File: src/rtl/seg7_pkg.sv
// Shared glyph patterns (active-low, gfedcba), banner/state encodings and
// pending-queue helpers for the seven-segment banner scheduler.
package seg7_pkg;

  localparam logic [6:0] G_0     = 7'h40;
  localparam logic [6:0] G_1     = 7'h79;
  localparam logic [6:0] G_2     = 7'h24;
  localparam logic [6:0] G_3     = 7'h30;
  localparam logic [6:0] G_4     = 7'h19;
  localparam logic [6:0] G_5     = 7'h12;
  localparam logic [6:0] G_6     = 7'h02;
  localparam logic [6:0] G_7     = 7'h78;
  localparam logic [6:0] G_8     = 7'h00;
  localparam logic [6:0] G_9     = 7'h10;
  localparam logic [6:0] G_A     = 7'h08;
  localparam logic [6:0] G_B     = 7'h03;
  localparam logic [6:0] G_C     = 7'h46;
  localparam logic [6:0] G_D     = 7'h21;
  localparam logic [6:0] G_E     = 7'h06;
  localparam logic [6:0] G_F     = 7'h0E;
  localparam logic [6:0] G_L     = 7'h47;
  localparam logic [6:0] G_O     = 7'h40;
  localparam logic [6:0] G_S     = 7'h12;
  localparam logic [6:0] G_U     = 7'h41;
  localparam logic [6:0] G_R     = 7'h2F;
  localparam logic [6:0] G_DASH  = 7'h3F;
  localparam logic [6:0] G_BLANK = 7'h7F;

  typedef enum logic [1:0] {
    BN_NONE = 2'd0,
    BN_LOAD = 2'd1,
    BN_SAVE = 2'd2,
    BN_ERR  = 2'd3
  } banner_t;

  typedef enum logic {
    ST_IDLE = 1'b0,
    ST_SHOW = 1'b1
  } state_t;

  // Pending vector layout: bit0 LOAd, bit1 SAUE, bit2 Err (highest priority).
  function automatic banner_t pick_banner(input logic [2:0] pend);
    banner_t b;
    if (pend[2]) begin
      b = BN_ERR;
    end else if (pend[1]) begin
      b = BN_SAVE;
    end else if (pend[0]) begin
      b = BN_LOAD;
    end else begin
      b = BN_NONE;
    end
    return b;
  endfunction

  function automatic logic [2:0] banner_mask(input banner_t b);
    logic [2:0] m;
    case (b)
      BN_LOAD: m = 3'b001;
      BN_SAVE: m = 3'b010;
      BN_ERR:  m = 3'b100;
      default: m = 3'b000;
    endcase
    return m;
  endfunction

endpackage

File: src/rtl/seg7_hex_glyph.sv
// Combinational nibble to active-low seven-segment pattern (0-9, A b C d E F).
module seg7_hex_glyph
  import seg7_pkg::*;
(
  input  logic [3:0] nibble,
  output logic [6:0] pattern
);

  always_comb begin
    case (nibble)
      4'h0:    pattern = G_0;
      4'h1:    pattern = G_1;
      4'h2:    pattern = G_2;
      4'h3:    pattern = G_3;
      4'h4:    pattern = G_4;
      4'h5:    pattern = G_5;
      4'h6:    pattern = G_6;
      4'h7:    pattern = G_7;
      4'h8:    pattern = G_8;
      4'h9:    pattern = G_9;
      4'hA:    pattern = G_A;
      4'hB:    pattern = G_B;
      4'hC:    pattern = G_C;
      4'hD:    pattern = G_D;
      4'hE:    pattern = G_E;
      4'hF:    pattern = G_F;
      default: pattern = G_BLANK;
    endcase
  end

endmodule

File: src/rtl/seven_seg_banner_scheduler.sv
// Shares the 8-digit display between the live hex view and the timed
// LOAd / SAUE / Err banners (priority queued, Err pre-empts and blinks).
module seven_seg_banner_scheduler
  import seg7_pkg::*;
#(
  parameter int HOLD_CYCLES  = 10_000_000,
  parameter int BLINK_CYCLES = 5_000_000
) (
  input  logic        iCLK,
  input  logic        iRST,
  input  logic [31:0] iLive,
  input  logic [7:0]  iLiveEn,
  input  logic        iLoadReq,
  input  logic        iSaveReq,
  input  logic        iErrReq,
  input  logic        iCancel,
  output logic [6:0]  o_seven_7,
  output logic [6:0]  o_seven_6,
  output logic [6:0]  o_seven_5,
  output logic [6:0]  o_seven_4,
  output logic [6:0]  o_seven_3,
  output logic [6:0]  o_seven_2,
  output logic [6:0]  o_seven_1,
  output logic [6:0]  o_seven_0,
  output logic        o_busy,
  output logic [1:0]  o_banner
);

  localparam int HW = $clog2(HOLD_CYCLES);
  localparam int BW = $clog2(2 * BLINK_CYCLES);
  localparam logic [HW-1:0] HOLD_LAST  = HW'(HOLD_CYCLES - 1);
  localparam logic [BW-1:0] BLINK_LAST = BW'(2 * BLINK_CYCLES - 1);
  localparam logic [BW-1:0] BLINK_ON   = BW'(BLINK_CYCLES);

  state_t        state_r, state_n;
  banner_t       banner_r, banner_n;
  logic [HW-1:0] hold_cnt_r, hold_n;
  logic [BW-1:0] blink_cnt_r, blink_n, blink_adv_s;
  logic [2:0]    pend_r, pend_n;
  logic [2:0]    req_q_r, req_s, ev_s;
  logic [2:0]    set_s, take_s, cur_mask_s;

  logic [6:0]    glyph_s [8];
  logic [6:0]    live_s  [8];
  logic [6:0]    seg_n   [8];
  logic [6:0]    seven_r [8];
  logic          busy_n, busy_r;
  banner_t       bnout_n, bnout_r;

  assign req_s       = {iErrReq, iSaveReq, iLoadReq};
  assign ev_s        = req_s & ~req_q_r;
  assign cur_mask_s  = banner_mask(banner_r);
  assign blink_adv_s = (blink_cnt_r == BLINK_LAST) ? '0 : blink_cnt_r + BW'(1);

  for (genvar k = 0; k < 8; k++) begin : g_live
    seg7_hex_glyph u_glyph (
      .nibble  (iLive[4*k +: 4]),
      .pattern (glyph_s[k])
    );
    assign live_s[k] = iLiveEn[k] ? glyph_s[k] : G_DASH;
  end

  always_ff @(posedge iCLK or posedge iRST) begin
    if (iRST) begin
      state_r     <= ST_IDLE;
      banner_r    <= BN_NONE;
      hold_cnt_r  <= '0;
      blink_cnt_r <= '0;
      pend_r      <= 3'b000;
      req_q_r     <= 3'b000;
    end else begin
      state_r     <= state_n;
      banner_r    <= banner_n;
      hold_cnt_r  <= hold_n;
      blink_cnt_r <= blink_n;
      pend_r      <= pend_n;
      req_q_r     <= req_s;
    end
  end

  // Cancel beats everything; in SHOW, Err and on-screen events never queue.
  always_comb begin
    state_n  = state_r;
    banner_n = banner_r;
    hold_n   = hold_cnt_r;
    blink_n  = blink_cnt_r;
    set_s    = ev_s;
    take_s   = 3'b000;
    pend_n   = pend_r;
    if (iCancel) begin
      state_n  = ST_IDLE;
      banner_n = BN_NONE;
      hold_n   = '0;
      blink_n  = '0;
      pend_n   = 3'b000;
    end else begin
      case (state_r)
        ST_IDLE: begin
          if (pend_r != 3'b000) begin
            banner_n = pick_banner(pend_r);
            take_s   = banner_mask(banner_n);
            state_n  = ST_SHOW;
            hold_n   = '0;
            blink_n  = '0;
          end else begin
            banner_n = BN_NONE;
          end
        end
        ST_SHOW: begin
          set_s = ev_s & ~cur_mask_s & 3'b011;
          if (ev_s[2] && (banner_r != BN_ERR)) begin
            banner_n = BN_ERR;
            hold_n   = '0;
            blink_n  = '0;
          end else if ((ev_s & cur_mask_s) != 3'b000) begin
            hold_n  = '0;
            blink_n = (banner_r == BN_ERR) ? '0 : blink_cnt_r;
          end else if (hold_cnt_r == HOLD_LAST) begin
            hold_n  = '0;
            blink_n = '0;
            if (pend_r != 3'b000) begin
              banner_n = pick_banner(pend_r);
              take_s   = banner_mask(banner_n);
            end else begin
              state_n  = ST_IDLE;
              banner_n = BN_NONE;
            end
          end else begin
            hold_n  = hold_cnt_r + HW'(1);
            blink_n = (banner_r == BN_ERR) ? blink_adv_s : '0;
          end
        end
        default: begin
          state_n  = ST_IDLE;
          banner_n = BN_NONE;
          hold_n   = '0;
          blink_n  = '0;
        end
      endcase
      pend_n = (pend_r | set_s) & ~take_s;
    end
  end

  always_comb begin
    for (int k = 0; k < 8; k++) begin
      seg_n[k] = live_s[k];
    end
    busy_n  = 1'b0;
    bnout_n = BN_NONE;
    if (state_r == ST_SHOW) begin
      busy_n  = 1'b1;
      bnout_n = banner_r;
      case (banner_r)
        BN_LOAD: {seg_n[3], seg_n[2], seg_n[1], seg_n[0]} = {G_L, G_O, G_A, G_D};
        BN_SAVE: {seg_n[3], seg_n[2], seg_n[1], seg_n[0]} = {G_S, G_A, G_U, G_E};
        BN_ERR: begin
          if (blink_cnt_r < BLINK_ON) begin
            {seg_n[3], seg_n[2], seg_n[1], seg_n[0]} = {G_E, G_R, G_R, G_BLANK};
          end else begin
            {seg_n[3], seg_n[2], seg_n[1], seg_n[0]} = {4{G_BLANK}};
          end
        end
        default: begin
          busy_n  = 1'b0;
          bnout_n = BN_NONE;
        end
      endcase
    end else begin
      busy_n  = 1'b0;
      bnout_n = BN_NONE;
    end
  end

  always_ff @(posedge iCLK or posedge iRST) begin
    if (iRST) begin
      for (int k = 0; k < 8; k++) begin
        seven_r[k] <= G_BLANK;
      end
      busy_r  <= 1'b0;
      bnout_r <= BN_NONE;
    end else begin
      for (int k = 0; k < 8; k++) begin
        seven_r[k] <= seg_n[k];
      end
      busy_r  <= busy_n;
      bnout_r <= bnout_n;
    end
  end

  assign o_seven_7 = seven_r[7];
  assign o_seven_6 = seven_r[6];
  assign o_seven_5 = seven_r[5];
  assign o_seven_4 = seven_r[4];
  assign o_seven_3 = seven_r[3];
  assign o_seven_2 = seven_r[2];
  assign o_seven_1 = seven_r[1];
  assign o_seven_0 = seven_r[0];
  assign o_busy    = busy_r;
  assign o_banner  = bnout_r;

endmodule
File: config.mk
export PLATFORM = sky130hd
export DESIGN_NAME = seven_seg_banner_scheduler
export DESIGN_NICKNAME = d
export VERILOG_FILES = /design/src/rtl/seg7_pkg.sv /design/src/rtl/seg7_hex_glyph.sv /design/src/rtl/seven_seg_banner_scheduler.sv
export SDC_FILE = /design/constraint.sdc
export NUM_CORES = 1
export LEC_CHECK = 0
export ABC_AREA = 1
export CORE_MARGIN = 8
export CORE_UTILIZATION = 60
export CTS_CLUSTER_SIZE = 16
export DETAILED_ROUTE_END_ITERATION = 8
export PLACE_DENSITY_LB_ADDON = 0.08
export SETUP_SLACK_MARGIN = 0.1
export SKIP_LAST_GASP = 1
export SYNTH_ARGS = -nofsm -noshare
export SYNTH_HDL_FRONTEND = slang
export SYNTH_SLANG_ARGS = --single-unit
File: constraint.sdc
create_clock -name iCLK -period 5.4 [get_ports iCLK]
set_input_delay 0.81 -clock iCLK [delete_from_list [all_inputs] [get_ports iCLK]]
set_output_delay 0.81 -clock iCLK [all_outputs]
set_load 0.05 [all_outputs]
==> results of run 1 <==
## power breakdown
| group | switching, W | leakage, nW | total, W | internal, W |
|---|---|---|---|---|
| clock | 0.000390 | 0.296 | 0.00114 | 0.000754 |
| combinational | 0.000398 | 2.40 | 0.000578 | 0.000181 |
| sequential | 0.0000255 | 1.41 | 0.000985 | 0.000960 |
| total | 0.000813 | 4.11 | 0.00271 | 0.00189 |
## final cells by class
class,instances,area [µm²]
Multi-Input combinational cell,697,3770
Sequential cell,116,2970
Fill cell,938,2900
Timing Repair Buffer,105,1050
Inverter,141,534
Clock buffer,24,514
Tap cell,147,184
Clock inverter,8,95.1
## worst paths after layout
check	from	to	slack [ps]	depth (start not counted)
setup / recovery	iCancel	blink_cnt_r[14]$_DFFE_PP0P_	2410	9
hold / removal	blink_cnt_r[1]$_DFFE_PP0P_	blink_cnt_r[1]$_DFFE_PP0P_	540	2
setup reg to reg	state_r$_DFF_PP0_	blink_cnt_r[14]$_DFFE_PP0P_	2800	8
hold reg to reg	blink_cnt_r[1]$_DFFE_PP0P_	blink_cnt_r[1]$_DFFE_PP0P_	540	2
max in group asynchronous	iRST	o_seven_3[6]$_DFF_PP1_	3380	3
min in group asynchronous	iRST	hold_cnt_r[4]$_DFFE_PP0P_	970	2
## cell families after synthesis
| family | after synthesis | synth area share, % |
|---|---|---|
| AND/OR/NAND/NOR | 482 | 28.7 |
| XOR/XNOR | 13 | 1.54 |
| flip-flops | 116 | 40.3 |
| buffers and inverters | 165 | 8.74 |
| adder cells (fa/ha/maj) | 50 | 8.47 |
| AO/OA/AOI/OAI | 152 | 12.2 |
## flip-flops by register name, indices dropped and copies added (netlist names)
name and count:
pend_r 3, o_seven_1 7, state_r 1, o_seven_3 7, req_q_r 3, o_seven_6 7, o_seven_4 7, blink_cnt_r 24
o_seven_0 7, o_busy 1, banner_r 2, hold_cnt_r 24, o_banner 2, o_seven_7 7, o_seven_2 7, o_seven_5 7
## layer usage
layer | track usage [%] | up-vias
li1 | - | 3410
met1 | 28.0 | 3205
met2 | 39.0 | 220
met3 | 6.28 | 36
met4 | 11.5 | 0
met5 | 0 | -
## worst register-to-register path, stage by stage (launching register included)
cell	delay, ps
dfrtp_1	500
nor2_1	90
nand3_1	620
inv_2	180
a21oi_2	630
nand2_1	110
nor2_1	140
o21ai_0	130
nor2_1	130
## cells in the final DEF (no fill, tap or decap), types with 19 or more instances in the layout
cell / Yosys / final
dfrtp_1: 60 / 60
nor3_1: 25 / 25
nor2_1: 132 / 132
nand4_1: 19 / 19
o21ai_0: 48 / 48
nand3_1: 85 / 85
clkdlybuf4s50_1: 0 / 104
inv_1: 129 / 128
a21oi_1: 43 / 43
dfstp_2: 56 / 56
clkbuf_16: 0 / 19
nand2_1: 198 / 198
ha_1: 50 / 50
## through the flow
step	utilization, %	hold slack, ps	instance area, µm²
2_1_floorplan	-	475	7390
3_3_place_gp	70.8	492	8510
3_5_place_dp	70.8	527	8510
4_1_cts	75.9	539	9120
5_1_grt	75.9	577	9120
6_report	75.9	535	9120
==> impl_metrics.ini, run 1 <==
[status]
status = complete, no violations

[place]
gp_routability_congestion = 0.935
dp.final_hpwl_um = 13300
dpl_worst_slack_ps = 2030
dp_cells = 1206
port_buffers = 104

[final_layout]
area_delta_synth_final_pct = 23.4
finalNonFillerCells = 1238
nets = 1174
num_antenna_cells = 0
drive_above_1_share_pct = 10.8

[floorplan]
placement_rows = 40
die_h_um = 127
die-area_mm2 = 0.0161
pin_count = 105
core_area_mm2 = 0.0120
start_util_pct = 61.5
die_width_um = 127

[sta]
rsz0062_at_grt = false
post-route-min-period_ps = 2990
finClkSkew_ps = 5.13
finalCritPeriodShare_pct = 55.4
slew_headroom_pct = 37.4
setup_tns_ps = 0
setup_ws_ps = 2410
slew_violations = 0
setup_viol = 0
fmax_mhz = 334
tightest_slew_ps = 939
finalHoldViolations = 0

[synth]
ys.flop_type = dfrtp_1
ys_warn_count = 0
synth-edff-count = 0
synth_most_common_cell = nand2_1
ys_ff_latch = 116
yosys.area.top_type = dfrtp_1
synthTopCellsByArea = dfrtp_1 (20%), dfstp_2 (20%), nand2_1 (10%), ha_1 (8.5%), nor2_1 (6.7%)
synth_fp_nets = 1074
syn_avg_cell_area_um2 = 7.55
synthDistinctLibCells = 51
synthTopCellsByCount = nand2_1 (198), nor2_1 (132), inv_1 (129)
yosys.area.top_type_share_pct = 20.3
synthArstFlopShare_pct = 100
ys_seq_area_share_pct = 40.3
syn_area_mm2 = 0.00739
synth_cells = 978

[clock_network]
post_cts_buffers = 0
h-tree-depth = 4
cts_sinks = 116
ctsResizeCount = 0
clkTransAtPathRegs_ps = 50
cts_hold_buf = 0
clockBufferDepth = 2
tritoncts = yes
clock_latency_ps = 420
cts_made_buffers = 17
root_buffer = clkbuf_16

[detailed_routing]
drt-pass1-iter-count = 5
routed.top_layer = met4
routed-wl-met3_um = 1170
drt-met1-wl_um = 7770
wirelength_um = 18400
wl_met2_um = 9030
vias = 6871
remaining_drc_errors = 0
dr.first_iter.drc_count = 492
viasPerCell = 5.55
drtAntennaViolNets = 0
wl_per_cell_um = 14.8

[setup_path]
critPathSlowestCell = a21oi_2
cp_top_family = simple AND/OR/NAND/NOR gates
crit_type = in2reg
critPathRequiredTime_ps = 5750
crit_chain = clkdlybuf4s50_1 > inv_2 > nand3_1 > inv_2 > a21oi_2 > nand2_1 > nor2_1 > o21ai_0 > nor2_1
max_stage_delay_ps = 630
critPathBufInv = 3
critPathLaunchType = input port
critPathArrivalTime_ps = 3340
endpoint_kind = register
critPathMaxFanout = 20

[flow_run]
drv_cap = 0

[grt]
grt_pass1_vias = 6582
antenna_found_initial = 0
track_usage_pct = 23.7
grt_max_degree = 80
grt_pass1_wl_um = 31100
grt_overflow_total = 0

[power_and_ir_drop]
power_density_mw_per_mm2 = 297
ir_drop_uv = 216
power_leakage_nw = 4.11
p_total_w = 0.00271

[min_path]
hold_path.class = reg2reg
No activity file was read; power rests on OpenSTA's default activity.
==> run 2, diff against run 1 <==
Settings changed: CORE_UTILIZATION 60 to 50.
Clock period 5.4 ns to 2.7 ns, I/O delays scaled along.
==> impl_metrics.ini, run 2 (synthesis results as in run 1) <==
[status]
status = complete, no violations

[final_layout]
layout_commonest_cell = nand2_1
nets = 1178
final_cell_mix = nand2_1 (198), nor2_1 (132), inv_1 (128)
num_antenna_cells = 0
reg_top3 = blink_cnt_r (24), hold_cnt_r (24)
drive_above_1_share_pct = 11.3
area_delta_synth_final_pct = 24.0

[setup_path]
crit_type = reg2out
r2r_slack_ps = 670
critPathSlowestCell = clkdlybuf4s50_1
endpoint_kind = primary output
critPathLaunchType = register
cp_top_family = buffers and inverters
r2r-end = o_seven_2[4]$_DFF_PP1_
crit_path_start = o_seven_0[3]$_DFF_PP1_
critPathMaxFanout = 1
timing.rr.start = blink_cnt_r[16]$_DFFE_PP0P_
critPathArrivalTime_ps = 1770
critPathBufInv = 1
reg2reg_depth = 7
crit_chain = clkdlybuf4s50_1
critPathRequiredTime_ps = 2300
path_depth = 1
max_stage_delay_ps = 850

[power_and_ir_drop]
p_total_w = 0.00525
power_density_mw_per_mm2 = 573
power_leakage_nw = 4.09
ir_drop_uv = 488

[floorplan]
placement_rows = 44
core_area_mm2 = 0.0145
start_util_pct = 51.0
die_width_um = 138
die_h_um = 138
pin_count = 105
die-area_mm2 = 0.0189

[grt]
grt_overflow_total = 0
track_usage_pct = 19.8
antenna_found_initial = 0
grt_pass1_wl_um = 30100
grt_max_degree = 66
grt_pass1_vias = 6433

[sta]
slew_headroom_pct = 61.7
setup_ws_ps = 521
slew_violations = 0
finalCritPeriodShare_pct = 80.7
fmax_mhz = 459
setup_viol = 0
tightest_slew_ps = 573
finalHoldViolations = 0
finClkSkew_ps = 6.68
setup_tns_ps = 0
post-route-min-period_ps = 2180
rsz0062_at_grt = false

[place]
port_buffers = 104
dp.final_hpwl_um = 13500
dpl_worst_slack_ps = 437
gp_routability_congestion = 0.925

[detailed_routing]
drt-pass1-iter-count = 5
drtAntennaViolNets = 0
dr.first_iter.drc_count = 359
wl_per_cell_um = 14.1
wirelength_um = 18000
remaining_drc_errors = 0
viasPerCell = 5.19
vias = 6634
wl_met2_um = 8600
routed-wl-met3_um = 802
drt-met1-wl_um = 8300
routed.top_layer = met4

[clock_network]
clkTransAtPathRegs_ps = 60
h-tree-depth = 4
post_cts_buffers = 0
tritoncts = yes
cts_sinks = 116
cts_hold_buf = 0
root_buffer = clkbuf_16
clockBufferDepth = 2
ctsResizeCount = 0
clock_latency_ps = 420
cts_made_buffers = 17

[min_path]
hold_path.class = in2reg
hold_end = req_q_r[2]$_DFF_PP0_
holdCritStartpoint = iErrReq
hold-path-cell-count = 1

[flow_run]
drv_cap = 0
run 2: layout make-up:
cell class | instances | area [µm²]
Sequential cell | 116 | 2970
Fill cell | 1290 | 5320
Tap cell | 184 | 230
Timing Repair Buffer | 109 | 1090
Multi-Input combinational cell | 697 | 3770
Clock inverter | 14 | 134
Inverter | 141 | 536
Clock buffer | 18 | 429
run 2: how the worst max path moves through the flow:
stage | to | slack (ps)
6_report | o_seven_0[3] | 520
3_5_place_dp | blink_cnt_r[9]$_DFFE_PP0P_ | 440
2_1_floorplan | banner_r[0]$_DFFE_PP0P_ | 930
3_3_place_gp | blink_cnt_r[9]$_DFFE_PP0P_ | 480
5_1_grt | o_seven_0[6] | 480
4_1_cts | o_seven_0[3] | 510
run 2: per-layer routing:
layer	global-route usage, %	up-vias
met5	0	-
met4	8.09	0
met3	5.40	20
met2	32.6	122
met1	24.0	3089
li1	-	3403
run 2: where the power goes:
part	switching [W]	total [W]	internal, W	leakage, nW
Sequential	0.0000498	0.00197	0.00192	1.41
Clock	0.000851	0.00212	0.00127	0.259
Combinational	0.000791	0.00116	0.000371	2.41
Total	0.00169	0.00525	0.00356	4.09
run 2: per-stage QoR:
step	util, %	cells	hold slack (ps)	area [µm²]
global placement	59.4	1247	499	8600
detailed placement	59.4	1247	509	8600
global route	63.3	1279	454	9160
finish	63.3	1279	465	9160
CTS	63.3	1279	453	9160
floorplan	-	978	436	7390
